`config.mk`:
```
export PLATFORM = sky130hd
export DESIGN_NAME = alu_arbiter
export DESIGN_NICKNAME = d
export VERILOG_FILES = /design/src/rtl/alu_arbiter.sv
export SDC_FILE = /design/constraint.sdc
export NUM_CORES = 1
export LEC_CHECK = 0
export CORE_AREA = 4 4 208 210
export CTS_BUF_LIST = sky130_fd_sc_hd__clkbuf_8
export DETAILED_ROUTE_END_ITERATION = 12
export DIE_AREA = 0 0 212 214
export SLEW_MARGIN = 20
export SYNTH_ARGS = -nofsm -noshare
export SYNTH_HDL_FRONTEND = slang
export SYNTH_SLANG_ARGS = --single-unit
```
`constraint.sdc`:
```
create_clock -name CLK -period 2.11 [get_ports CLK]
set_input_delay 0.422 -clock CLK [delete_from_list [all_inputs] [get_ports CLK]]
set_output_delay 0.422 -clock CLK [all_outputs]
set_load 0.01 [all_outputs]
```
`src/rtl/alu_arbiter.sv`:
```
// alu_arbiter: round-robin sharing of one 64-bit ALU between NREQ requesters.
// Operands are registered in front of the ALU and the result is registered
// behind it, so an accepted op is answered two cycles later. Only one op is
// ever in flight; the next accept can coincide with the response handshake.
module alu_arbiter #(
  parameter int NREQ = 2,
  parameter int DW   = 64,
  parameter int OPW  = 4
) (
  input  logic                CLK,
  input  logic                nRST,
  input  logic [NREQ-1:0]     req_valid,
  output logic [NREQ-1:0]     req_ready,
  input  logic [NREQ*DW-1:0]  req_porta,
  input  logic [NREQ*DW-1:0]  req_portb,
  input  logic [NREQ*OPW-1:0] req_aluop,
  output logic [NREQ-1:0]     resp_valid,
  input  logic [NREQ-1:0]     resp_ready,
  output logic [DW-1:0]       resp_data,
  output logic                resp_zero,
  output logic [DW-1:0]       alu_porta,
  output logic [DW-1:0]       alu_portb,
  output logic [OPW-1:0]      alu_op,
  input  logic [DW-1:0]       alu_out,
  input  logic                alu_zero
);

  localparam int PW = (NREQ > 1) ? $clog2(NREQ) : 1;

  localparam logic [1:0] IDLE = 2'd0;
  localparam logic [1:0] EXEC = 2'd1;
  localparam logic [1:0] RESP = 2'd2;

  logic [1:0]     state_q, state_d;
  logic [PW-1:0]  ptr_q, ptr_d;
  logic [PW-1:0]  owner_q, owner_d;
  logic [DW-1:0]  porta_q, porta_d;
  logic [DW-1:0]  portb_q, portb_d;
  logic [OPW-1:0] op_q, op_d;
  logic [DW-1:0]  resp_data_q, resp_data_d;
  logic           resp_zero_q, resp_zero_d;

  logic           grant_found;
  logic [PW-1:0]  grant_idx;
  logic [PW:0]    scan_sum;
  logic [DW-1:0]  grant_porta;
  logic [DW-1:0]  grant_portb;
  logic [OPW-1:0] grant_op;
  logic           owner_ready;
  logic           accepting;
  logic           accept_fire;

  // Round-robin search: first valid requester starting at ptr, wrapping mod NREQ.
  always_comb begin
    grant_found = 1'b0;
    grant_idx   = '0;
    scan_sum    = '0;
    for (int k = 0; k < NREQ; k++) begin
      scan_sum = {1'b0, ptr_q} + (PW+1)'(k);
      if (scan_sum >= (PW+1)'(NREQ)) begin
        scan_sum = scan_sum - (PW+1)'(NREQ);
      end
      if (!grant_found && req_valid[scan_sum[PW-1:0]]) begin
        grant_found = 1'b1;
        grant_idx   = scan_sum[PW-1:0];
      end
    end
  end

  // Select the granted requester's operands and op code.
  always_comb begin
    grant_porta = '0;
    grant_portb = '0;
    grant_op    = '0;
    for (int i = 0; i < NREQ; i++) begin
      if (grant_idx == PW'(i)) begin
        grant_porta = req_porta[i*DW +: DW];
        grant_portb = req_portb[i*DW +: DW];
        grant_op    = req_aluop[i*OPW +: OPW];
      end
    end
  end

  // Response side: one-hot valid for the owner, and the owner's ready bit only.
  always_comb begin
    resp_valid  = '0;
    owner_ready = 1'b0;
    for (int i = 0; i < NREQ; i++) begin
      resp_valid[i] = (state_q == RESP) && (owner_q == PW'(i));
      if (owner_q == PW'(i)) begin
        owner_ready = resp_ready[i];
      end
    end
  end

  // Accept when idle, or when the pending response is being consumed this cycle.
  always_comb begin
    accepting   = (state_q == IDLE) || ((state_q == RESP) && owner_ready);
    accept_fire = accepting && grant_found;
    req_ready   = '0;
    for (int i = 0; i < NREQ; i++) begin
      req_ready[i] = accept_fire && (grant_idx == PW'(i));
    end
  end

  // Next-state logic for the FSM, op registers, pointer and result registers.
  always_comb begin
    state_d     = state_q;
    ptr_d       = ptr_q;
    owner_d     = owner_q;
    porta_d     = porta_q;
    portb_d     = portb_q;
    op_d        = op_q;
    resp_data_d = resp_data_q;
    resp_zero_d = resp_zero_q;

    case (state_q)
      IDLE: begin
        if (accept_fire) begin
          state_d = EXEC;
        end
      end
      EXEC: begin
        resp_data_d = alu_out;
        resp_zero_d = alu_zero;
        state_d     = RESP;
      end
      RESP: begin
        if (accepting) begin
          state_d = accept_fire ? EXEC : IDLE;
        end
      end
      default: begin
        state_d = IDLE;
      end
    endcase

    if (accept_fire) begin
      porta_d = grant_porta;
      portb_d = grant_portb;
      op_d    = grant_op;
      owner_d = grant_idx;
      if (grant_idx == PW'(NREQ - 1)) begin
        ptr_d = '0;
      end else begin
        ptr_d = grant_idx + PW'(1);
      end
    end
  end

  // State and datapath registers; reset drops any op in flight.
  always_ff @(posedge CLK or negedge nRST) begin
    if (!nRST) begin
      state_q     <= IDLE;
      ptr_q       <= '0;
      owner_q     <= '0;
      porta_q     <= '0;
      portb_q     <= '0;
      op_q        <= '0;
      resp_data_q <= '0;
      resp_zero_q <= 1'b0;
    end else begin
      state_q     <= state_d;
      ptr_q       <= ptr_d;
      owner_q     <= owner_d;
      porta_q     <= porta_d;
      portb_q     <= portb_d;
      op_q        <= op_d;
      resp_data_q <= resp_data_d;
      resp_zero_q <= resp_zero_d;
    end
  end

  assign alu_porta = porta_q;
  assign alu_portb = portb_q;
  assign alu_op    = op_q;
  assign resp_data = resp_data_q;
  assign resp_zero = resp_zero_q;

endmodule

```
# After elaboration in Yosys (flattened, before gate mapping)
# Index checks and enable logic that the tools add are counted.
# op_classes
eq_ne	4
magnitude_cmp	4
n_shift	0
mux	19
div_mod_pow	0
n_mul	0
n_addsub	4
n_reduce_logical	11
bitwise_logic	2
# op_table
cell	count
$mux 64	2
$mux 1	13
$logic_and 1x1->1	7
$pmux 2 s3	1
$lt 1x2->1 const B	2
$mux 2	2
$mux 4	1
$ne 2x2->1 const B	2
$add 1x1->2 const B	1
$eq 2x1->1 const B	1
$eq 2x2->1 const B	1
$ge 1x2->1 const B	1
$ge 2x2->1 const B	1
$logic_not 2->1	1
$not 1->1	2
$reduce_and 2->1	1
$sub 1x1->1 const B	2
$add 1x1->1 const B	1
$logic_not 1->1	1
$logic_or 1x1->1	1
# word_totals
register_bits	201
mem_count	0
ram_bits	0
latchBits	0
wordCells	52
romBits	0
in_bits	335
out_inout_bits	201

# Depth between registers and ports, before layout
# Gate-level depths: netlist (run 1).
# depth
word_depth	12
depth_mapped	6
ltp_nobuf	3

# Least setup slack after synthesis (run 1)
# Ideal clock, no wire load.
# synth_path
path_kind	input to output
startpoint	input port req_valid[1]
endpoint	output port req_ready[0]
n_path_buf	3
setup_slack_ns	0.286
required_ns	1.688
t_arrival_ns	1.402
stages	5
cell_sequence	buf_2 a21boi_2 buf_2 buf_2 nor2b_1
# synth_between
elab_chain_len	8
word_cells_on_any_way	13
classes_between	mux (8); bitwise (1); reduce/logical (4)
# synth_rtl
element	line	rtl
start: declaration	12	input logic [NREQ-1:0] req_valid,
$mux 1 (implied by the code) (2 in series)	63	if (!grant_found && req_valid[scan_sum[PW-1:0]]) begin
$mux 1	63	
$logic_not 1->1	63	
$logic_and 1x1->1	63	
$mux 1	63	
$logic_and 1x1->1 / $not 1->1 (equally long branches)	99, 102	
$logic_and 1x1->1 *	102	req_ready[i] = accept_fire && (grant_idx == PW'(i));
end: declaration	13	output logic [NREQ-1:0] req_ready,
# Mark *: on every way between the ends. The rest lies on a longest branch, timed or not. The select of a mux whose other input is x is not followed.

# Final worst setup path (run 1)
# layout_path
startpoint	register owner_q
endpoint	output port req_ready[1]
# layout_between
elab_chain_len	5
# layout_rtl
element	line	rtl
start: declaration	36	logic [PW-1:0] owner_q, owner_d;
start signal: assignment	165	owner_q <= owner_d;
$mux 1	90	if (owner_q == PW'(i)) begin
$logic_and 1x1->1	98	accepting = (state_q == IDLE) || ((state_q == RESP) && owner_ready);
$logic_or 1x1->1	98	
$logic_and 1x1->1	99	accept_fire = accepting && grant_found;
$logic_and 1x1->1	102	
# Every way passes these cells.

==> key figures, run 1 <==
Floorplanning
  – IO Count: roughly 540
  – Total die area: 45,400 um2
  – Initial core utilization: 0.207
  – Horiz. Die Dim: between 200 and 250 um
  – Core Area: 41,600 um2
  – Rows: 75
  – Chip height: between 200 and 250 um

Timing
  – Worst hold slack: 0.429 ns
  – Max-slew violations: 0
  – Final Skew: between 0.015 and 0.02 ns
  – Normalized max-slew margin: 0.466
  – Worst-margin pin slew: between 0.8 and 0.9 ns
  – Fmax: about 460 MHz
  – Minimum clock period: 2.15 ns
  – Final setup fails: 2
  – Final period util: 1.02
  – Final Hold Vio Count: 0
  – Fin worst setup slack: -0.0438 ns
  – Unrepaired setup endpoints after global routing: true

Clocking
  – CTS tree: built
  – Root Driver: clkbuf_8
  – CTS HTree Levels: 2
  – Sink Count: roughly 200
  – CTS max path bufs: 3
  – Total CTS buffers: 39
  – Clock latency on the worst-skew pair: 0.56 ns
  – Clock transition at path regs: ~0.050 ns

Global routing
  – GR Util met1: 0.174
  – GRT busiest layer: met2
  – Met3 Track Usage GR: 0.0587
  – Vias in the first global route: 8,879
  – Remaining Overflow, GRT: 0
  – Global-route usage over all layers: 0.150
  – Pin count of the biggest net entering global routing: 135
  – Antenna violations before repair: 1
  – Grt met2 use: 0.247
  – First-pass GRT wire length: between 50 and 60 mm

Power
  – Share of power burned in registers: 0.321
  – Sw power: around 7400 uW
  – Combinational power share: 0.508
  – Pwr Density: around 1400 nW/um2
  – Max IR drop VDD: 0.713 mV
  – Switching part of the total power: 0.351
  – Internal power: 13,800 uW
  – Total power: between 20,000 and 25,000 uW
  – Clock network power share: 0.171
  – Lkg Pwr: roughly 0.0060 uW

Flow run
  – Max-cap violation count: 0

Synthesis
  – Seq cells post-synth: about 200
  – Post-synth top area share: 0.583
  – Yosys top cell by area: dfrtp_1
  – Seq/Total Area, Yosys: 0.583
  – YS warnings: 0
  – Yosys cell types: 22
  – Synthesized Nets: 970
  – Mapped cell area: about 8600 um2
  – Synthesized instance count: roughly 640
  – Synth area leaders: dfrtp_1, o2bb2ai_1, a32oi_1, mux2_2, buf_2
  – Post-Syn Area per Cell: between 10 and 15 um2

Drt
  – ANT nets after route: 0
  – Total number of vias: ~8,100
  – DRT Pass-1 Iters: 4
  – Drt wl/cell: 20.6 um
  – Post-Route WL: around 36 mm
  – Vias per cell: about 4.6
  – Drt first-iter violations: 296
  – DRC: 0

Worst setup path
  – Crit-path cells: mux2_4, o21ai_4, buf_6, nor2_4, buf_6
  – WP data arrival: 1.73 ns
  – Worst setup SP type: flip-flop
  – Biggest cell delay along the critical path: 0.40 ns
  – Bufs and invs on worst path: 2
  – Worst path slowest cell: dfrtp_1
  – Crit path kind: reg2out
  – WP data required: roughly 1.7 ns
  – Most frequent CP cell: buf_6
  – Crit. End Element: primary output
  – Cell family with most CP delay: flip-flops
  – Critical path fanouts, max: 2

Hold path
  – Hold Crit Class: in2async

Layout
  – Final Net Count: between 1,500 and 2,000
  – Multi-input logic area: 3240 um2
  – Fillers: between 4,000 and 5,000
  – Util after Layout: 0.375
  – Most frequent cells in the layout: clkdlybuf4s50_1, dfrtp_1, o2bb2ai_1
  – Most common cell after layout, fill and taps aside: clkdlybuf4s50_1
  – Synth-to-layout area growth: 80.8%
  – Sequential cell area: slightly above 5000 um2
  – Layout cells sized above 1: 0.148

Placed design
  – Port Buffer Count: 535
  – GPL Wtd Cong: slightly below 0.8
  – Post-DP HPWL: between 20 and 30 mm

Run status
  – Outcome: finished with violations
  – Failing checks: setup timing
-- flip-flops by register name, indices dropped and copies added (netlist names) --
register and cells:
resp_data 64, alu_op 4, resp_zero 1, owner_q 1
alu_portb 64, alu_porta 64, ptr_q 1, state_q 2
-- synth_stat cells, drive strengths merged --
| master | instances |
|---|---|
| o2bb2ai | 133 |
| or2 | 1 |
| o21ai | 4 |
| inv | 3 |
| dfrtp | 201 |
| nand2b | 2 |
| o211ai | 1 |
| a32oi | 132 |
| a21oi | 1 |
| clkbuf | 36 |
| nor2 | 2 |
| nor2b | 3 |
| nand2 | 4 |
| a21boi | 1 |
| buf | 43 |
| mux2 | 66 |
| o221ai | 1 |
| and3 | 1 |
-- cell families after synthesis --
logic type | Yosys count | synth area share
AND/OR/NAND/NOR | 13 | 0.00769
AO/OA/AOI/OAI | 273 | 0.276
multiplexers | 66 | 0.0866
flip-flops | 201 | 0.583
buffers and inverters | 82 | 0.0461
-- power groups by stage --
stage                     logic, uW  registers (uW)  clock network [uW]
final                         10800            6820                3630
after detailed placement      10900            6840                   0
after CTS                     11000            6840                3850
after floorplan                3710            7640                   0
after global routing          11500            7050                4010
after global placement        10800            6820                   0
-- final cells by class --
type | instances | share of cell area
Clock buffer | 46 | 0.0406
Antenna cell | 1 | 0.000160
Sequential cell | 201 | 0.323
Multi-Input combinational cell | 352 | 0.208
Clock inverter | 18 | 0.00489
Tap cell | 539 | 0.0432
Inverter | 3 | 0.000722
Timing Repair Buffer | 586 | 0.380
-- metal layers --
layer  vias to the layer above  share of wire
met5                         -              0
met4                         0          0.030
met3                        59           0.10
met2                       386           0.47
met1                      3922           0.40
li1                       3711              -
-- through the flow --
stage               setup TNS, ns  cells  area, um2  setup slack [ns]
global route               -0.248   1745      15600            -0.126
global placement           -20.34   1677      14800            -0.658
detailed placement         -20.83   1677      14800            -0.664
floorplan                       0    635       8620             0.286
finish                    -0.0771   1746      15600           -0.0438
CTS                        -0.321   1744      15600            -0.165
-- final timing paths --
path                               start             to  slack [ns]  cells after the start
min in group CLK             alu_out[14]  resp_data[14]        0.47                      2
setup reg to reg                 owner_q      alu_op[1]        0.16                      8
max in group asynchronous           nRST  alu_porta[11]        1.06                      3
hold reg to reg            alu_portb[47]  alu_portb[47]        0.48                      1
setup / recovery                 owner_q   req_ready[1]       -0.04                      5
hold / removal                      nRST  resp_data[49]        0.43                      2
-- repair_timing --
| action | CTS | global route |
|---|---|---|
| endpoints found under the setup margin | 4 | 3 |
| endpoints found under the hold margin | 47 | 0 |
| setup buffers | 2 | 1 |
| resized for setup | 25 | 1 |
| pin swaps | 2 | 1 |
| hold buffers | 1 | 0 |
No activity file was read; power rests on OpenSTA's default activity.
==> run 2: changes to the inputs <==
Settings changed: PLACE_DENSITY set to 0.59.
==> key figures, run 2 (same netlist as run 1, synthesis figures left out) <==
Floorplanning
  – Core Area: 41,600 um2 (unchanged)
  – Horiz. Die Dim: 212 um (unchanged)
  – Rows: 75 (unchanged)
  – IO Count: 536 (unchanged)
  – Initial core utilization: 0.207 (unchanged)
  – Total die area: 45,400 um2 (unchanged)
  – Chip height: 214 um (unchanged)

Drt
  – ANT nets after route: 0 (unchanged)
  – Total number of vias: 8,152 (+0.92%)
  – Drt wl/cell: 21.1 um (+2.3%)
  – Drt first-iter violations: 356 (+20%)
  – DRC: 0 (unchanged)
  – Vias per cell: 4.70 (+1.6%)
  – Post-Route WL: 36.5 mm (+1.6%)
  – DRT Pass-1 Iters: 4 (unchanged)

Worst setup path
  – Worst reg2reg setup slack: 0.19 ns (+0.03 ns)
  – WP data arrival: 1.75 ns (+0.02 ns)
  – Reg-to-reg endpoint: alu_porta[21]
  – Crit path kind: reg2out
  – Worst reg-to-reg path cell count: 7 (-1)
  – Worst setup SP type: flip-flop
  – WP data required: 1.69 ns (about the same)
  – Reg-to-Reg Start: owner_q
  – Crit. End Element: primary output
  – Critical path fanouts, max: 4 (+2)

Layout
  – Most common cell after layout, fill and taps aside: clkdlybuf4s50_1
  – Synth-to-layout area growth: 79.5%
  – Final Net Count: 1,508 (-0.66%)
  – Layout cells sized above 1: 0.143 (-0.00521)
  – Finished Layout Cells: 1,735 (-0.63%)
  – Most frequent cells in the layout: clkdlybuf4s50_1, dfrtp_1, o2bb2ai_1

Placed design
  – GPL Wtd Cong: 0.797 (+0.64%)
  – Placement Setup Slack: -0.442 ns (+0.222 ns)
  – Post-DP HPWL: 26.9 mm (+1.9%)
  – Inst Count DP: 1,669 (-0.48%)
  – Port Buffer Count: 535 (unchanged)

Run status
  – Failing checks: setup timing
  – Outcome: finished with violations

Timing
  – Minimum clock period: 2.17 ns (+0.0150 ns)
  – Fin worst setup slack: -0.0588 ns (-0.0150 ns)
  – Max-slew violations: 0 (unchanged)
  – Normalized max-slew margin: 0.461 (-0.00543)
  – Final Skew: 0.0339 ns (+0.0155 ns)
  – Fmax: 461 MHz (-0.69%)
  – Final period util: 1.03 (+0.00711)
  – Final setup fails: 2 (unchanged)
  – Worst-margin pin slew: 0.808 ns (+0.00814 ns)
  – Unrepaired setup endpoints after global routing: true
  – Final Hold Vio Count: 0 (unchanged)

Hold path
  – Hold Crit Class: in2async

Clocking
  – Clock transition at path regs: 0.05 ns (about the same)
  – Total CTS buffers: 38 (-2.6%)
  – CTS HTree Levels: 2 (unchanged)
  – Root Driver: clkbuf_8
  – CTS max path bufs: 3 (unchanged)
  – Sink Count: 201 (unchanged)
  – Clock latency on the worst-skew pair: 0.57 ns (about the same)
  – CTS tree: built

Flow run
  – Max-cap violation count: 0 (unchanged)

Global routing
  – Antenna violations before repair: 2 (+1)
  – Remaining Overflow, GRT: 0 (unchanged)
  – Pin count of the biggest net entering global routing: 104 (-23%)
  – First-pass GRT wire length: 53.8 mm (+1.3%)
  – Vias in the first global route: 8,935 (+0.63%)
  – Global-route usage over all layers: 0.152 (+0.00252)

Power
  – Total power: 21,100 uW (-0.77%)
  – Lkg Pwr: 0.00594 uW (-1.2%)
  – Pwr Density: 1360 nW/um2 (about the same)
  – Max IR drop VDD: 0.733 mV (+2.8%)
-- run 2: cell types whose count changed in the layout (fill, tap and decap cells not counted), moves of 2 or more --
cell / change
buf_4: -6
buf_6: -2
clkbuf_8: -4
clkinv_2: +3
inv_1: -3
-- run 2: per-layer routing --
metal,vias to the layer above,routed length [um],part of all wire,GRT usage
li1,3697,-,-,-
met1,4001,14300,0.39,0.178
met2,395,17600,0.48,0.258
met3,59,3590,0.098,0.0527
met4,0,1030,0.028,0.0534
met5,-,0,0,0
-- run 2: worst max-delay path by stage --
| stage | cells after the start | end | from |
|---|---|---|---|
| 6_report | 5 | req_ready[0] | owner_q |
| 5_1_grt | 5 | req_ready[1] | owner_q |
| 4_1_cts | 5 | req_ready[0] | owner_q |
| 3_5_place_dp | 6 | req_ready[1] | resp_ready[1] |
| 3_3_place_gp | 4 | req_ready[0] | req_valid[0] |
| 2_1_floorplan | 5 | req_ready[0] | req_valid[1] |
-- run 2: metrics by stage --
stage / setup TNS (ns) / util / area, um2 / hold slack, ns
global placement: -35.45 / 0.355 / 14800 / 0.354
global route: -0.321 / 0.372 / 15500 / 0.301
CTS: -0.427 / 0.372 / 15500 / 0.253
floorplan: 0 / - / 8620 / 0.126
finish: -0.116 / 0.372 / 15500 / 0.332
detailed placement: -33.04 / 0.355 / 14800 / 0.352
-- run 2: where the power goes --
group	leakage (uW)	switching, uW	total, uW	internal (uW)
sequential	0.00244	1100	6870	5770
clock	0.000399	1680	3500	1820
combinational	0.00310	4730	10700	5970
total	0.00594	7500	21100	13600
-- run 2: final cells by class --
type                            instances  area [um2]
Clock inverter                         19        97.6
Fill cell                            4122       26100
Inverter                                3        11.3
Clock buffer                           42         578
Antenna cell                            2        5.00
Multi-Input combinational cell        352        3250
Sequential cell                       201        5030
Timing Repair Buffer                  577        5840
Tap cell                              539         674
-- run 2: worst max-delay path, cell delays in order (launching register included) --
cell and delay (ns):
dfrtp_1 0.40, mux2_4 0.33, o21ai_4 0.15, buf_12 0.14, nor2b_4 0.04, buf_6 0.11
-- run 2: what timing repair did --
action / CTS / global route
pin swaps: 1 / 2
endpoints found under the hold margin: 25 / 0
setup buffers: 2 / 0
endpoints found under the setup margin: 4 / 3
hold buffers: 1 / 0
resized for setup: 16 / 6
==> RTL edit (flow settings as in run 1) <==
Reset style: synchronous (`nRST`), changed in one clocked block.
--- a/src/rtl/alu_arbiter.sv
+++ b/src/rtl/alu_arbiter.sv
@@ -149,7 +149,7 @@
   end
 
   // State and datapath registers; reset drops any op in flight.
-  always_ff @(posedge CLK or negedge nRST) begin
+  always_ff @(posedge CLK) begin
     if (!nRST) begin
       state_q     <= IDLE;
       ptr_q       <= '0;
Function: differs if nRST is asserted again (counterexample within 4 cycles, from zero or initial values and one cycle with nRST low); with nRST held inactive, the same outputs for 4 cycles.
==> RTL edit against run 1 <==
The flow still finishes with violations (setup timing); via count increased by 50%; final area grew 9.7%; count of clock-buffer cells in the layout rose by 2; utilization increased by 3.6 points; routed wire length is 35% higher; area after synthesis rose by 18%; setup slack worse by 0.0026 ns; sequential share of layout area is 8.7 points lower; sequential cell count unchanged.
Power is not compared: it rests on default switching activity, and its combinational part moved more than twofold at a synthesized area within 25%.
==> RTL edit: results (changes against run 1) <==
Finish
  • Layout cell share with drive strength beyond 1: 8.05% (was 14.8%)

STA
  • Slew @ Worst Pin: 0.781 ns (was 0.800 ns)
  • Setup violators final: 2 (unchanged)
  • Max Clock Freq: 464 MHz (about the same)
  • Post-route setup slack: -0.0463 ns (was -0.0438 ns)

Detailed routing
  • Routed vias/inst: 5.26 (was 4.63)
  • 1st-iter DRT viols: 661 (was 296)
  • First-pass DRT Iterations: 5 (was 4)
  • Avg WL per Cell: 21.1 um (was 20.6 um)

Yosys
  • Primary FF master, synth: dfxtp_1 (was dfrtp_1)
  • Commonest cells post-synth: dfxtp_1 (201), nand2b_1 (133), o21ai_0 (133) (was dfrtp_1 (201), o2bb2ai_1 (133), a32oi_1 (132), mux2_2 (65), clkbuf_1 (35))
  • Async SR Flop Fraction: 0% (was 100%)
  • Unique masters post-synth: 28 (was 22)
  • Top cells by area, synth: dfxtp_1 (40%), o221ai_1 (11%), o211ai_1 (9.7%) (was dfrtp_1 (58%), o2bb2ai_1 (14%), a32oi_1 (13%))
  • Syn_nets: 1583 (was 970)

Run status
  • Failing checks: setup timing (unchanged)
  • Status: complete, but fails checks (unchanged)

Worst setup path
  • R2r endpoint: alu_portb[39] (was alu_op[1])
  • Critical path's top delay family: buffers and inverters (was flip-flops)
  • Max incr delay on CP: 0.55 ns (was 0.40 ns)
  • Reg2Reg Setup Slack: 0.39 ns (was 0.16 ns)
  • Crit-path slowest cell: clkdlybuf4s50_1 (was dfrtp_1)
  • Worst r2r src: ptr_q (was owner_q)

Placed design
  • Final GP Congestion: 0.826 (was 0.792)
  • Area of placed instances: 16300 um^2 (was 14800 um^2)
  • DP Wirelength: 32600 um (was 26400 um)

Global route
  • Largest net degree at the start of global routing: 134 (was 135)
  • Total Routing Usage GR: 19.8% (was 15.0%)
  • Vias in the first global route: 11913 (was 8879)

Clock tree
  • CTS Buf Count: 40 (was 39)
==> RTL edit: changes by cell type in the layout (fill, tap and decap cells not counted), sizes merged, moves of 65 or more <==
cell and delta:
o211ai +131, a31oi +132, dfrtp -201, mux2 -65
a32oi -132, nand2 +126, o2bb2ai -133, dfxtp +201
nand2b +131, a21oi +65, o221ai +131, o21ai +129
==> RTL edit: logic make-up (layout without fill, tap and decap cells) <==
group / after synthesis / after routing / synth area share, %
other: 0 / 5 / 0
flip-flops: 201 / 201 / 39.5
AND/OR/NAND/NOR: 272 / 272 / 13.4
multiplexers: 2 / 2 / 0.246
buffers and inverters: 172 / 675 / 7.22
AO/OA/AOI/OAI: 601 / 601 / 39.6
==> RTL edit: timing repair <==
| action | 4_1_cts | 5_1_grt |
|---|---|---|
| hold endpoints to repair | 0 | 0 |
| cloned | 0 | 0 |
| setup endpoints to repair | 4 | 3 |
| buffers inserted | 0 | 0 |
| pin swaps | 3 | 2 |
| resized for setup | 28 | 1 |
==> RTL edit: power by group <==
part | internal, uW | switching, uW
clock network | 2160 | 1780
logic | 1940 | 1740
registers | 4200 | 264
==> RTL edit: worst max path at each step <==
| stage | slack (ns) | endpoint | startpoint |
|---|---|---|---|
| global route | -0.12 | req_ready[1] | owner_q |
| floorplan | 0.26 | req_ready[1] | req_valid[1] |
| detailed placement | -0.71 | req_ready[1] | resp_ready[1] |
| global placement | -0.69 | req_ready[1] | resp_ready[1] |
| finish | -0.05 | req_ready[1] | resp_ready[0] |
| CTS | -0.12 | req_ready[0] | owner_q |
==> RTL edit: metal layers <==
layer,up-vias,routed length (um),global-route usage (%)
met2,543,22700,32.4
met4,0,1940,8.39
li1,5728,-,-
met3,101,4540,6.84
met5,-,0,0
met1,5708,19200,23.5
==> RTL edit: area by class of cell <==
| type | count | area [um^2] |
|---|---|---|
| clock buffers | 48 | 661 |
| well taps | 539 | 674 |
| repair buffers | 601 | 6110 |
| clock inverters | 21 | 113 |
| multi-input cells | 875 | 5480 |
| diodes | 5 | 12.5 |
| inverters | 5 | 23.8 |
| flip-flops and latches | 201 | 4030 |
| fillers | 4179 | 24500 |
==> RTL edit: worst register-to-register path, cell delays in order (launching register included) <==
cell and delay, ns:
dfxtp_4 0.36, nor2b_4 0.14, buf_4 0.13, buf_4 0.57
o21ai_0 0.24, a31oi_1 0.21
==> RTL edit: stage by stage <==
step	TNS, ns	hold WS (ns)	cells	util [%]	worst slack, ns
after floorplan	0	0.481	1248	-	0.256
after global placement	-16.85	0.440	2221	39.2	-0.687
after detailed placement	-17.02	0.447	2221	39.2	-0.708
after CTS	-0.192	0.240	2290	41.1	-0.120
after global routing	-0.221	0.265	2295	41.1	-0.120
final	-0.0890	0.301	2295	41.1	-0.0463
